**src/rtl/midi_cc_source.sv**
```systemverilog
// midi_cc_source
//   Debounces NUM_BTNS raw push-buttons and emits one 3-byte MIDI Control
//   Change message (status, CC number, value) for each debounced press or
//   release. Bytes are presented on a valid/ready stream for the downstream
//   MIDI UART serialiser.
//
// Ports
//   clk        system clock
//   rst        synchronous active-high reset
//   btn        raw asynchronous buttons, active-high
//   tx_data    current MIDI byte
//   tx_valid   tx_data is valid
//   tx_ready   downstream accepts the byte this cycle
//   tx_first   high while tx_data is the status byte of a message
//   busy       a message is in flight
//   overrun    one-cycle pulse when a pending button event is overwritten
//   btn_state  debounced button levels
module midi_cc_source #(
  parameter int          NUM_BTNS     = 4,
  parameter int          DEBOUNCE_CNT = 1000000,
  parameter logic [3:0]  CHANNEL      = 4'h0,
  parameter logic [7:0]  FIRST_CC     = 8'd46,
  parameter logic [7:0]  CC_ON_VALUE  = 8'd127,
  parameter logic [7:0]  CC_OFF_VALUE = 8'd0
) (
  input  logic                clk,
  input  logic                rst,
  input  logic [NUM_BTNS-1:0] btn,
  output logic [7:0]          tx_data,
  output logic                tx_valid,
  input  logic                tx_ready,
  output logic                tx_first,
  output logic                busy,
  output logic                overrun,
  output logic [NUM_BTNS-1:0] btn_state
);

  localparam int CW = $clog2(DEBOUNCE_CNT + 1);
  localparam int SW = (NUM_BTNS > 1) ? $clog2(NUM_BTNS) : 1;
  localparam logic [CW-1:0] CNT_LAST = CW'(DEBOUNCE_CNT - 1);
  localparam logic [7:0]    STATUS_BYTE = {4'hB, CHANNEL};

  typedef enum logic [1:0] {
    IDLE,
    STATUS,
    DATA1,
    DATA2
  } state_t;

  // ---------------------------------------------------------------------
  // Input synchronisers
  // ---------------------------------------------------------------------
  logic [NUM_BTNS-1:0] sync1;
  logic [NUM_BTNS-1:0] sync2;

  always_ff @(posedge clk) begin
    if (rst) begin
      sync1 <= '0;
      sync2 <= '0;
    end else begin
      sync1 <= btn;
      sync2 <= sync1;
    end
  end

  // ---------------------------------------------------------------------
  // Debounce: a counter per button runs while the synced level disagrees
  // with the debounced level; DEBOUNCE_CNT consecutive disagreeing cycles
  // flip the debounced level.
  // ---------------------------------------------------------------------
  logic [CW-1:0]       cnt [NUM_BTNS];
  logic [NUM_BTNS-1:0] tog;

  always_comb begin
    tog = '0;
    for (int unsigned i = 0; i < NUM_BTNS; i++) begin
      tog[i] = (sync2[i] != btn_state[i]) && (cnt[i] == CNT_LAST);
    end
  end

  always_ff @(posedge clk) begin
    if (rst) begin
      for (int unsigned i = 0; i < NUM_BTNS; i++) begin
        cnt[i] <= '0;
      end
      btn_state <= '0;
    end else begin
      for (int unsigned i = 0; i < NUM_BTNS; i++) begin
        if ((sync2[i] == btn_state[i]) || tog[i]) begin
          cnt[i] <= '0;
        end else begin
          cnt[i] <= cnt[i] + 1'b1;
        end
      end
      btn_state <= btn_state ^ tog;
    end
  end

  // ---------------------------------------------------------------------
  // Event capture. pend/pend_val hold one outstanding event per button.
  // A toggle in the same edge as the FSM taking that button re-arms pend
  // (set beats clear); that is not an overrun because the old value has
  // already been latched into the outgoing message.
  // ---------------------------------------------------------------------
  logic [NUM_BTNS-1:0] pend;
  logic [NUM_BTNS-1:0] pend_val;
  logic [NUM_BTNS-1:0] clr;

  always_ff @(posedge clk) begin
    if (rst) begin
      pend     <= '0;
      pend_val <= '0;
      overrun  <= 1'b0;
    end else begin
      pend     <= (pend & ~clr) | tog;
      pend_val <= (pend_val & ~tog) | (~btn_state & tog);
      overrun  <= |(tog & pend & ~clr);
    end
  end

  // ---------------------------------------------------------------------
  // Message FSM. All stream outputs are registered; the combinational
  // process computes their next values alongside the next state.
  // ---------------------------------------------------------------------
  state_t          state;
  state_t          state_n;
  logic [SW-1:0]   sel;
  logic [SW-1:0]   sel_n;
  logic            val;
  logic            val_n;
  logic [SW-1:0]   pick;
  logic [7:0]      data_n;
  logic            valid_n;
  logic            first_n;
  logic            busy_n;

  // Lowest pending index wins: scan downwards so the last hit is the lowest.
  always_comb begin
    pick = '0;
    for (int unsigned i = NUM_BTNS; i > 0; i--) begin
      if (pend[i-1]) begin
        pick = SW'(i - 1);
      end
    end
  end

  always_comb begin
    state_n = state;
    sel_n   = sel;
    val_n   = val;
    data_n  = tx_data;
    valid_n = tx_valid;
    first_n = tx_first;
    clr     = '0;

    case (state)
      IDLE: begin
        if (|pend) begin
          sel_n   = pick;
          val_n   = pend_val[pick];
          clr     = NUM_BTNS'(1) << pick;
          data_n  = STATUS_BYTE;
          valid_n = 1'b1;
          first_n = 1'b1;
          state_n = STATUS;
        end
      end
      STATUS: begin
        if (tx_valid && tx_ready) begin
          data_n  = (FIRST_CC + 8'(sel)) & 8'h7F;
          first_n = 1'b0;
          state_n = DATA1;
        end
      end
      DATA1: begin
        if (tx_valid && tx_ready) begin
          data_n  = val ? CC_ON_VALUE : CC_OFF_VALUE;
          state_n = DATA2;
        end
      end
      DATA2: begin
        if (tx_valid && tx_ready) begin
          valid_n = 1'b0;
          state_n = IDLE;
        end
      end
      default: begin
        valid_n = 1'b0;
        first_n = 1'b0;
        state_n = IDLE;
      end
    endcase

    busy_n = (state_n != IDLE);
  end

  always_ff @(posedge clk) begin
    if (rst) begin
      state    <= IDLE;
      sel      <= '0;
      val      <= 1'b0;
      tx_data  <= '0;
      tx_valid <= 1'b0;
      tx_first <= 1'b0;
      busy     <= 1'b0;
    end else begin
      state    <= state_n;
      sel      <= sel_n;
      val      <= val_n;
      tx_data  <= data_n;
      tx_valid <= valid_n;
      tx_first <= first_n;
      busy     <= busy_n;
    end
  end

endmodule
```
**config.mk**
```make
export PLATFORM = sky130hd
export DESIGN_NAME = midi_cc_source
export DESIGN_NICKNAME = d
export VERILOG_FILES = /design/src/rtl/midi_cc_source.sv
export SDC_FILE = /design/constraint.sdc
export NUM_CORES = 1
export LEC_CHECK = 0
export BUFFER_PORTS_ARGS = -buffer_cell sky130_fd_sc_hd__clkbuf_2
export CAP_MARGIN = 15
export CORE_MARGIN = 4
export CORE_UTILIZATION = 50
export DETAILED_ROUTE_END_ITERATION = 8
export HOLD_SLACK_MARGIN = 0.03
export PLACE_DENSITY = 0.69
export SLEW_MARGIN = 20
export SYNTH_ARGS = -nofsm -noshare
export SYNTH_HDL_FRONTEND = slang
export SYNTH_SLANG_ARGS = --single-unit
```
**constraint.sdc**
```tcl
create_clock -name clk -period 1.7 [get_ports clk]
set_input_delay 0.255 -clock clk [delete_from_list [all_inputs] [get_ports clk]]
set_output_delay 0.255 -clock clk [all_outputs]
set_load 0.02 [all_outputs]
```
==> summary.txt <==
Status
  – Status: complete, but fails checks
  – Failing checks: setup timing

Worst setup path
  – CP required: 2.01 ns
  – Crit Reg-Reg Endpoint: overrun
  – Critical path's slowest cell: edfxtp_1
  – Critical path fanouts, max: 4
  – Critical path depth in cells: 6
  – R2r startpoint: cnt[0][15]
  – Top delay family on crit path: simple AND/OR/NAND/NOR gates
  – Worst path cell trace: nor4bb_4 -> nand4_1 -> nor3_4 -> buf_6 -> a22oi_2 -> o211ai_1
  – FF-to-FF path depth: 6
  – Worst Setup SP: cnt[0][15]
  – Worst Path Arrival: 2.11 ns
  – Buf+Inv Stages, Crit Path: 1
  – Worst path max stage delay: 0.42 ns
  – CP Class: reg2reg
  – Worst Setup End Kind: flop
  – Worst reg-to-reg setup slack: -0.11 ns
  – CP Launch Type: flop

STA
  – Setup Viol. Count Final: 69
  – Actual slew at the worst max-slew pin: 0.544 ns
  – Tmin final: 1.81 ns
  – Fmax: 0.554 GHz
  – RSZ-0062 raised after global routing: yes
  – Slew Limit Fails: 0
  – Clock skew: 0.00970 ns
  – Final critical-path share of the clock period: 106%
  – Total negative setup slack: -3.70 ns
  – Relative slew slack: 63.6%
  – Final hold violations: 0
  – Hold_ws: 0.0575 ns
  – Final setup margin: -0.105 ns

Floorplanning
  – Core area: 11500 sq um
  – Io pins: 23
  – Initial Util: 51.3%
  – Cell row count: 39
  – Die Y: 116 um
  – Die footprint: 13600 sq um
  – Die X: 116 um

Pwr
  – Clock power share: 52.4%
  – PD cells: 918 nW/um^2
  – Sw Pwr: 1500 uW
  – Switching Share: 20.2%
  – Pleak: 0.00307 uW
  – Worst VDD drop: 0.701 mV
  – Gate power share: 5.1%
  – Sequential Power Share: 42.6%
  – P_int: 5950 uW
  – Pwr Total: 7460 uW

Logic synthesis
  – Seq/Total Area, Yosys: 52.8%
  – Main combinational cell family by area after synthesis: simple AND/OR/NAND/NOR gates
  – EDFF count, synth: 80
  – #FFs+latches synth: 115
  – Post-Synthesis Cell Area: 5880 sq um
  – Post-Synth Adder-Cell Area: 2.13%
  – Synth Area in Compound Gates: 4.92%
  – Post-synthesis cell count: 582
  – Mux contribution to synthesized area: 0.851%
  – Async set-reset flop share out of synthesis: 0%
  – Post-Syn Area per Cell: 10.1 sq um
  – Post-synthesis xor/xnor area fraction: 11.3%
  – Synth Flop Type: edfxtp_1
  – Yosys warnings: 0
  – Post-Synth Simple-Gate Area: 24.9%
  – Netlist cell types: 54

Min path
  – Hold Path Sink: sync1[2]
  – Min-delay src: btn[2]
  – Min-Delay Path Class: in2reg
  – Hold Path Depth: 2

Routing
  – DR WL/cell: 13.6 um
  – Routed via count: 4690
  – Vias per cell: 5.08
  – Post-Route WL: 12600 um
  – DRC: 0
  – Final antenna-violating net count: 0
  – TritonRoute pass-1 iters: 6
  – 1st-iter DRT viols: 248

Placement
  – Global placer's final weighted congestion: 0.819
  – DP Wirelength: 7840 um
  – Port Buffers: 22
  – Placed insts: 871

GRT
  – Vias in the first global route: 4469
  – Largest net degree at the start of global routing: 21
  – Initial antenna violation count: 0
  – Overflow after GRT: 0
  – Total track usage: 19.0%
  – First-pass GRT wire length: 20000 um

Finish
  – Share of cells above drive strength 1: 28.7%
  – Layout area overhead: 38.1%
  – # diodes: 0
  – Seq. cell area: 3100 sq um
  – Fillers: 843
  – Final core occ: 70.8%
  – Multi-input logic area: 3340 sq um
  – Final Instance Count excl. Fillers: 924
  – Nets: 785

Job
  – Maxcap violations: 0

Clocking
  – Clock buffer depth: 2
  – Root buffer cell: clkbuf_16
  – H-tree depth: 4
  – Clock sinks: 115
  – CTS tree: built
  – Clock slew at reported path FFs: 0.05 ns
  – Clock insertion delay at the later pin of the skew report: 0.42 ns
  – CTS Buf Count: 17
==> worst max-delay path by stage <==
| stage | to |
|---|---|
| 5_1_grt | overrun |
| 3_3_place_gp | cnt[0][6] |
| 3_5_place_dp | cnt[0][14] |
| 2_1_floorplan | cnt[1][0] |
| 6_report | overrun |
| 4_1_cts | overrun |
==> power by group through the flow <==
stage | clock, uW | sequential, uW | combinational (uW)
floorplan | 0 | 3230 | 181
detailed placement | 0 | 3220 | 302
global route | 4120 | 3190 | 419
CTS | 3970 | 3170 | 325
finish | 3900 | 3180 | 377
global placement | 0 | 3220 | 296
==> flip-flops by register name (all words and copies together) (netlist names), 2 cells and up, named ones only <==
register / flops
cnt: 80
sync2: 4
pend: 4
state: 2
sel: 2
sync1: 4
tx_data: 6
==> per-stage QoR <==
| step | setup slack (ns) | instance area (sq um) |
|---|---|---|
| global route | -0.198 | 8120 |
| floorplan | -0.0328 | 6260 |
| CTS | -0.0723 | 7720 |
| detailed placement | -0.137 | 6900 |
| finish | -0.105 | 8120 |
| global placement | -0.0905 | 6900 |
==> per-layer routing <==
layer	global-route usage (%)	vias up	wire [um]
met5	0	-	0
met4	7.42	0	181
met1	23.1	2223	5430
li1	-	2355	-
met2	32.3	95	6480
met3	4.92	17	493
==> Yosys cell counts, drive strengths merged (2+ instances only) <==
master	n	area share [%]
a211oi	3	0.38
a21oi	19	1.6
a221oi	2	0.30
a31oi	2	0.21
and3	6	0.64
and4	8	1.2
buf	11	1.4
clkbuf	8	0.51
dfxtp	35	12
edfxtp	80	41
ha	10	2.1
inv	18	1.1
mux2i	5	0.85
nand2	39	2.5
nand2b	8	0.85
nand3	45	4.2
nand3b	3	0.38
nand4	15	1.6
nor2	116	7.4
nor2b	10	1.1
nor3	16	1.7
nor4	11	1.5
nor4b	2	0.30
o21ai	12	1.0
or2	2	0.21
or3	2	0.21
xnor2	33	4.9
xor2	43	6.4
==> cells by family (layout without fill, tap and decap cells) <==
group | count (synthesis) | in the layout
and+or+nand+nor | 290 | 297
DFF | 115 | 115
xor gates and xnor gates | 76 | 76
AOI/OAI and AO/OA | 48 | 48
buffers and inverters | 37 | 150
adders and majority gates | 10 | 10
muxes | 5 | 5
other | 1 | 80
==> timing repair <==
item	CTS	global route
gates cloned	5	5
hold buffers	0	0
endpoints found under the setup margin	65	96
pin swaps	15	44
gates resized for setup	16	77
setup buffers	4	7
==> cell usage in the layout (no fill, tap or decap), drive strengths merged, types with 2 or more instances in the layout <==
master  count
and3b       2
nor4       11
nor2      116
a21oi      19
nand3b      3
inv        18
xor2       43
nor4b       2
nand3      45
mux2i       5
a211oi      3
conb       80
xnor2      33
ha         10
dfxtp      35
or2         2
or3         5
nor2b      10
o21ai      12
edfxtp     80
a31oi       2
clkbuf     52
clkinv      3
nand2      39
nand2b     11
and3        6
and4        8
a221oi      2
nand4      15
nor3       16
buf        76
==> area by class of cell <==
class / count / area share, %
clock inverter: 4 / 0.555
sequential: 115 / 38.2
tap: 143 / 2.20
clock buffer: 28 / 7.81
timing repair buffer: 100 / 9.29
inverter: 18 / 0.832
multi-input combinational: 516 / 41.1
(Power assumes the default switching activity.)
